## config.mk

```make
export PLATFORM = sky130hd
export DESIGN_NAME = seq_multiplier
export DESIGN_NICKNAME = d
export VERILOG_FILES = /design/src/rtl/seq_mult_pkg.sv /design/src/rtl/mult_cond_negate.sv /design/src/rtl/seq_multiplier.sv
export SDC_FILE = /design/constraint.sdc
export NUM_CORES = 1
export LEC_CHECK = 0
export CAP_MARGIN = 10
export CORE_ASPECT_RATIO = 1.1
export CORE_MARGIN = 2
export CORE_UTILIZATION = 45
export CTS_CLUSTER_DIAMETER = 30
export CTS_CLUSTER_SIZE = 16
export DETAILED_ROUTE_END_ITERATION = 8
export GPL_ROUTABILITY_DRIVEN = 0
export GPL_TIMING_DRIVEN = 0
export PLACE_DENSITY = 0.65
export SLEW_MARGIN = 20
export SYNTH_ARGS = -nofsm -noshare
export SYNTH_HDL_FRONTEND = slang
export SYNTH_SLANG_ARGS = --single-unit
```

## constraint.sdc

```tcl
create_clock -name clk -period 3.9 [get_ports clk]
set_input_delay 0.39 -clock clk [delete_from_list [all_inputs] [get_ports clk]]
set_output_delay 0.39 -clock clk [all_outputs]
set_load 0.01 [all_outputs]
```

## src/rtl/seq_mult_pkg.sv

```systemverilog
// Shared types and sizing helpers for the sequential shift-and-add multiplier.
package seq_mult_pkg;

    typedef enum logic [1:0] {
        IDLE = 2'd0,
        BUSY = 2'd1,
        FIX  = 2'd2,
        DONE = 2'd3
    } state_t;

    // Iteration counter must hold the value WIDTH itself.
    function automatic int cnt_width(input int width);
        return $clog2(width + 1);
    endfunction

endpackage

```

## src/rtl/mult_cond_negate.sv

```systemverilog
// Conditional two's-complement negation: result = negate ? -value : value.
module mult_cond_negate #(
    parameter int W = 32
) (
    input  logic [W-1:0] value,
    input  logic         negate,
    output logic [W-1:0] result
);

    assign result = negate ? (~value + W'(1)) : value;

endmodule

```

## src/rtl/seq_multiplier.sv

```systemverilog
// Sequential signed/unsigned shift-and-add multiplier, one partial product per BUSY cycle.
// Define SEQ_MULT_EARLY_TERM_EN to leave BUSY as soon as the remaining multiplier bits are zero.
module seq_multiplier
    import seq_mult_pkg::*;
#(
    parameter int WIDTH = 32
) (
    input  logic                 clk,
    input  logic                 rst,
    input  logic                 in_valid,
    output logic                 in_ready,
    input  logic                 op_signed,
    input  logic [WIDTH-1:0]     a,
    input  logic [WIDTH-1:0]     b,
    output logic                 out_valid,
    input  logic                 out_ready,
    output logic [2*WIDTH-1:0]   product
);

    localparam int CNT_W = cnt_width(WIDTH);

    state_t                 state;
    logic [2*WIDTH-1:0]     mcand;
    logic [WIDTH-1:0]       mplier;
    logic [2*WIDTH-1:0]     acc;
    logic [CNT_W-1:0]       cnt;
    logic                   sign;

    logic [WIDTH-1:0]       mag_a;
    logic [WIDTH-1:0]       mag_b;
    logic [2*WIDTH-1:0]     fixed;
    logic [WIDTH-1:0]       mplier_shift;
    logic                   busy_last;

    // The most negative operand maps to 2^(WIDTH-1), still exact as an unsigned WIDTH-bit value.
    mult_cond_negate #(.W(WIDTH)) u_neg_a (
        .value  (a),
        .negate (op_signed & a[WIDTH-1]),
        .result (mag_a)
    );

    mult_cond_negate #(.W(WIDTH)) u_neg_b (
        .value  (b),
        .negate (op_signed & b[WIDTH-1]),
        .result (mag_b)
    );

    mult_cond_negate #(.W(2*WIDTH)) u_neg_res (
        .value  (acc),
        .negate (sign),
        .result (fixed)
    );

    assign in_ready     = (state == IDLE);
    assign out_valid    = (state == DONE);
    assign mplier_shift = mplier >> 1;

`ifdef SEQ_MULT_EARLY_TERM_EN
    assign busy_last = (mplier_shift == '0);
`else
    assign busy_last = (cnt == CNT_W'(1));
`endif

    always_ff @(posedge clk or negedge rst) begin
        if (!rst) begin
            state   <= IDLE;
            mcand   <= '0;
            mplier  <= '0;
            acc     <= '0;
            cnt     <= '0;
            sign    <= 1'b0;
            product <= '0;
        end else begin
            case (state)
                IDLE: begin
                    if (in_valid) begin
                        mcand  <= {{WIDTH{1'b0}}, mag_a};
                        mplier <= mag_b;
                        acc    <= '0;
                        cnt    <= CNT_W'(WIDTH);
                        sign   <= op_signed & (a[WIDTH-1] ^ b[WIDTH-1]);
                        state  <= BUSY;
                    end
                end
                BUSY: begin
                    if (mplier[0]) begin
                        acc <= acc + mcand;
                    end
                    mcand  <= mcand << 1;
                    mplier <= mplier_shift;
                    cnt    <= cnt - CNT_W'(1);
                    if (busy_last) begin
                        state <= FIX;
                    end
                end
                FIX: begin
                    // Negating a zero accumulator yields zero, so no negative-zero case exists.
                    product <= fixed;
                    state   <= DONE;
                end
                DONE: begin
                    if (out_ready) begin
                        state <= IDLE;
                    end
                end
                default: state <= IDLE;
            endcase
        end
    end

endmodule

```

# --- Word level (Yosys, flattened, before mapping) ---
# Cells that the tools add are included.
word_totals:
  reg_bits: 233
  output_inout_bits: 66
  word_cells: 49
op_classes:
  addsub: 5
  eq_ne: 8
  n_mux: 16
  bitwise: 7
  reduce_logical: 6
ops:
  columns: ["operator", "count"]
  rows:
  - ["64-bit two-way mux", 4]
  - ["64-bit case mux with 2 select lines", 2]
  - ["32-bit two-way mux", 3]
  - ["32-bit by 1-bit adder with 32-bit output (second input constant)", 2]
  - ["64-bit by 1-bit adder with 64-bit output (second input constant)", 1]
  - ["64-bit adder", 1]
  - ["32-bit NOT", 2]
  - ["64-bit NOT", 1]
  - ["32-bit case mux with 2 select lines", 1]
  - ["6-bit case mux with 2 select lines", 1]
  - ["2-bit case mux with 4 select lines", 1]
  - ["6-bit by 1-bit == test with 1-bit output (second input constant)", 1]
  - ["2-bit two-way mux", 3]
  - ["6-bit two-way mux", 1]
  - ["2-bit != test (second input constant)", 3]
  - ["3-bit AND reduction", 2]
  - ["6-bit by 1-bit subtractor with 6-bit output (second input constant)", 1]
  - ["2-bit == test (second input constant)", 2]
  - ["2-bit AND reduction", 2]
  - ["1-bit AND", 3]
  - ["2-bit by 1-bit == test with 1-bit output (second input constant)", 1]
  - ["2-bit zero test", 1]
  - ["2-bit by 1-bit != test with 1-bit output (second input constant)", 1]
  - ["2-bit nonzero test", 1]
  - ["1-bit XOR", 1]

# --- Depth between registers and ports, before layout ---
depth:
  word_depth: 5
  mapped_depth: 13

# --- Cells and area by module ---
# Synthesis repeated with hierarchy kept, for this count alone.
hier_totals:
  cells_unflattened: 1792
  area_unflattened_um2: 16814.9
by_module_without_submodules:
  columns: ["mod", "n_inst", "cells_per_inst", "area_each_um2", "seq_area_each_um2"]
  rows:
  - ["seq_multiplier", 1, 1388, 13611.8, 5830.6]
  - ["mult_cond_negate (u_neg_res)", 1, 206, 1649.1, 0.0]
  - ["mult_cond_negate (u_neg_a ...)", 2, 99, 777.0, 0.0]

# --- Worst setup path before layout ---
# Ideal clock, no wire load.
synth_path:
  path_kind: "reg-to-reg"
  from: "register acc[0]"
  to: "register acc[62]"
  arrival_time_ps: 3027
  required_ps: 3799
  slack_ps: 773
  path_stages_with_launch: 14
  path_buffers: 0
  synth_period_minus_slack_ps: 3127
  path_cell_list: "dfrtp_1 ha_1 inv_1 fa_1 nor2b_1 o31a_1 o21ai_0 o211ai_1 and4_1 o2111a_1 o21bai_1 a2111oi_0 nor3_1 o32ai_1"
synth_via:
  elab_chain_cells: 3
synth_lines:
  columns: ["item", "line", "text"]
  rows:
  - ["from (decl)", "seq_multiplier.sv:25", "logic [2*WIDTH-1:0] acc;"]
  - ["from (signal assigned)", "seq_multiplier.sv:87", "acc <= acc + mcand;"]
  - ["64-bit adder", "seq_multiplier.sv:87", null]
  - ["64-bit two-way mux", "seq_multiplier.sv:86", "if (mplier[0]) begin"]
  - ["64-bit case mux with 2 select lines", "seq_multiplier.sv:74", "case (state)"]
# Every way passes these cells. The select of a mux whose other input is x is not followed.
# A chain may end at the register's enable or synchronous reset.

# --- Final worst setup path ---
layout_path:
  from: "register mcand[20]"
  to: "register acc[57]"
layout_via:
  elab_chain_cells: 3
layout_lines:
  columns: ["item", "line", "text"]
  rows:
  - ["from (decl)", "seq_multiplier.sv:23", "logic [2*WIDTH-1:0] mcand;"]
  - ["from (signal assigned)", "seq_multiplier.sv:77", "mcand <= {{WIDTH{1'b0}}, mag_a};"]
  - ["from (signal assigned)", "seq_multiplier.sv:89", "mcand <= mcand << 1;"]
  - ["64-bit adder", "seq_multiplier.sv:87", null]
  - ["64-bit two-way mux", "seq_multiplier.sv:86", null]
  - ["64-bit case mux with 2 select lines", "seq_multiplier.sv:74", null]
# Every way passes these cells. The select of a mux whose other input is x is not followed.

==> impl_summary.log <==
INFO  metric outcome = finished clean
INFO  metric syn_area = 15500 um^2
INFO  metric placement.io_buffers = 134
INFO  metric grt_max_degree = 97
INFO  metric num_io_pins = between 100 and 150
INFO  metric setup.reg_to_reg.worst_slack = 0.16 ns
INFO  metric cts.htree.levels = 2
INFO  metric power = ~16 mW
INFO  metric cts.clk_slew.worst_paths = roughly 0.050 ns
INFO  metric setup_ws = roughly 0.16 ns
INFO  metric grt_setup_unrepaired = no
INFO  metric drcViolationCount = 0
INFO  metric synth_seq_cells = 233
INFO  metric drt-wirelength-per-cell = 18.6 um
INFO  metric timing_worst_setup_path_type = reg -> reg
INFO  metric core = 34000 um^2
INFO  metric wl = 47000 um
INFO  metric chipHeight = 198 um
INFO  metric global_route_wire_length_before_repair = 75100 um
INFO  metric critical_path.reg2reg.startpoint = mcand[20]$_DFFE_PN0P_
INFO  metric placed_cells_incl_taps = roughly 2400
INFO  metric preCtsSetupSlack = -0.128 ns
INFO  metric detailedRoute.firstPassIterationCount = 5
INFO  metric finish.net_count = 2184
INFO  metric p_per_area = 833 nW/um^2
INFO  metric count_of_warnings_emitted_by_yosys = 0
INFO  metric grt_remaining_overflow = 0
INFO  metric final-hold-violation-count = 0
INFO  metric worst_ir_drop_on_vdd = 0.000411 V
INFO  metric slew_violations = 0
INFO  metric cts_root_buffer = sky130_fd_sc_hd__clkbuf_16
INFO  metric fin_crit_sh = 0.960
INFO  metric antenna_cells_inserted = 0
INFO  metric netlist.area_leader.share = 0.377
INFO  metric ys_seq_area_frac = 0.377
INFO  metric setup_viol_count_final = 0
INFO  metric synthArstFlopShare = 1.00
INFO  metric effective_utilization_at_floorplan = 0.454
INFO  metric worst_setup_path_endpoint = acc[57]$_DFFE_PN0P_
INFO  metric pin_slew_with_the_least_headroom_to_its_limit = 0.917 ns
INFO  metric drv_cap = 0
INFO  metric hold_path_class = in -> async
INFO  metric die_width = 181 um
INFO  metric clock_path_buffers = 3
INFO  metric first_global_vias = around 14000
INFO  metric post-route-cell-area = 19400 um^2
INFO  metric fp.dieArea = between 30000 and 40000 um^2
INFO  metric critPathCaptureType = register
INFO  metric worst_setup_path_start_kind = register
INFO  metric tritoncts = done
INFO  metric clock-skew-final = 0.0164 ns
INFO  metric crit_path_start = mcand[20]$_DFFE_PN0P_
INFO  metric via_count = ~15000
INFO  metric power.static_leakage = 8.42 nW
INFO  metric synth_cells = around 1800
INFO  metric crit-reg2reg-capture = acc[57]$_DFFE_PN0P_
INFO  metric yosys.cell_count.top_type = sky130_fd_sc_hd__dfrtp_1
INFO  metric synth_top_cells_by_area = sky130_fd_sc_hd__dfrtp_1 38%, sky130_fd_sc_hd__a21oi_1 7.1%, sky130_fd_sc_hd__xor2_1 6.7%, sky130_fd_sc_hd__o21ai_0 6.2%, sky130_fd_sc_hd__ha_1 5.8%
INFO  metric synth_enable_flop_cells = 0
INFO  metric postPlaceCellArea = between 15000 and 20000 um^2
INFO  metric rows = 71
INFO  metric clk-insertion-delay-late = around 0.57 ns
INFO  metric synth_cell_type_count = 76
INFO  metric worstPathArrival = 4.17 ns
INFO  metric first_iter_violations = 940
INFO  metric yosys_most_used_dff = sky130_fd_sc_hd__dfrtp_1
INFO  metric reg2regPathDepth = 12
INFO  metric avgSynthCellArea = 8.37 um^2
INFO  metric hpwlAfterDp = 35500 um
INFO  metric worstPathRequired = 4.32 ns
INFO  metric crit_path_max_fanout = 8
INFO  metric detail_route.vias_per_cell = about 5.9
INFO  metric gr-usage-all-layers = 0.259
INFO  metric stdcell_count = 2525
INFO  metric post_synth_most_frequent_cells = 233 x sky130_fd_sc_hd__dfrtp_1, 221 x sky130_fd_sc_hd__nand2_1, 219 x sky130_fd_sc_hd__a21oi_1
INFO  metric post-synth-top-area-cell = sky130_fd_sc_hd__dfrtp_1
INFO  metric synth_nets = 1988
INFO  metric ant_nets = 0
INFO  metric highest_clock_rate = 267 MHz
INFO  metric initial_antenna_violation_count = 1
INFO  metric clock-sinks = ~230
INFO  metric cts_made_buffers = 55
INFO  metric fin_setup_tns = 0 ns
INFO  metric syn2layout_area_growth = 25.4%
INFO  metric slew-limit-headroom = 0.389
INFO  metric layout_min_cycle_time = 3.74 ns
INFO  metric layout-drive-gt1-share = 0.0676
## layer usage
layer	routed length [um]	share of wire	track usage	vias up
li1	-	-	-	7066
met1	20900	0.45	0.346	7078
met2	21500	0.46	0.421	547
met3	2800	0.060	0.0390	108
met4	1780	0.038	0.108	2
met5	11	0.00023	0	-
## state kept, by name, summed over array words and instances (netlist names)
| register | flops |
|---|---|
| cnt | 6 |
| acc | 64 |
| state | 2 |
| mcand | 64 |
| sign | 1 |
| product | 64 |
| mplier | 32 |
## critical path, cell delays in order (launching register included)
cell	delay (ns)
sky130_fd_sc_hd__dfrtp_1	0.46
sky130_fd_sc_hd__ha_1	0.33
sky130_fd_sc_hd__clkbuf_1	0.19
sky130_fd_sc_hd__a21o_1	0.23
sky130_fd_sc_hd__or3b_2	0.45
sky130_fd_sc_hd__o22ai_1	0.21
sky130_fd_sc_hd__o221ai_1	0.19
sky130_fd_sc_hd__a41o_1	0.31
sky130_fd_sc_hd__a21bo_2	0.26
sky130_fd_sc_hd__a21oi_1	0.44
sky130_fd_sc_hd__o311ai_0	0.25
sky130_fd_sc_hd__xnor2_1	0.20
sky130_fd_sc_hd__o21ai_0	0.09
## per-stage QoR
stage               hold WS (ns)  utilization
floorplan                 0.0944            -
global placement           0.464        0.510
detailed placement         0.385        0.512
CTS                        0.381        0.568
global route               0.428        0.570
finish                     0.387        0.570
## power breakdown
| part | total (mW) | leakage [nW] | internal (mW) | switching [mW] |
|---|---|---|---|---|
| combinational | 7.25 | 4.53 | 2.76 | 4.48 |
| clock | 4.66 | 0.927 | 3.14 | 1.52 |
| sequential | 4.24 | 2.96 | 3.35 | 0.887 |
| total | 16.1 | 8.42 | 9.25 | 6.90 |
## cell usage in the layout, fill, tap and decap left out, drive strengths merged, types with 7 or more instances in the layout
cell and instances:
clkbuf 154, o31ai 35, or4 20, clkinv 20, nand2 221, a21o 34, nor4 18, o41ai 12
xor2 119, nor2 183, a21oi 219, mux2i 9, bufinv 7, nand2b 10, xnor2 49, nor2b 8
or3 27, ha 72, and3 16, nor3 26, o21ai 195, buf 14, o21bai 14, nand4 23
o21a 8, a22o 35, dfrtp 233, nand3 20, a31oi 14, inv 46, clkdlybuf4s50 133
## worst min-delay path by stage
stage,start,endpoint,cells after the start
finish,rst,mcand[17]$_DFFE_PN0P_,2
global route,rst,mcand[17]$_DFFE_PN0P_,2
CTS,rst,mcand[7]$_DFFE_PN0P_,2
floorplan,rst,acc[0]$_DFFE_PN0P_,0
global placement,mplier[5]$_DFFE_PN0P_,mplier[5]$_DFFE_PN0P_,2
detailed placement,rst,mcand[7]$_DFFE_PN0P_,1
## area by class of cell
type                    instances  area, um^2
clock inverters                40         459
repair buffers                139        1430
flip-flops and latches        233        5830
well taps                     438         548
multi-input cells            1474        9140
fillers                      3071       14600
plain buffers                 101         387
clock buffers                  62        1440
inverters                      38         143
## cell families after synthesis
logic type               count (synthesis)  synth area share
buffers and inverters                  139            0.0343
AO/OA/AOI/OAI                          626             0.246
AND/OR/NAND/NOR                        592             0.177
XOR/XNOR                               168            0.0952
flip-flops                             233             0.377
adder cells (fa/ha/maj)                 73            0.0596
multiplexers                            15            0.0102
## timing repair
| action | 4_1_cts | 5_1_grt |
|---|---|---|
| gates resized for setup | 2 | 7 |
| hold endpoints to repair | 66 | 0 |
| endpoints found under the setup margin | 3 | 5 |
| buffers inserted | 0 | 2 |
| pin swaps | 0 | 1 |
| hold buffers | 1 | 0 |
(Power assumes the default switching activity.)
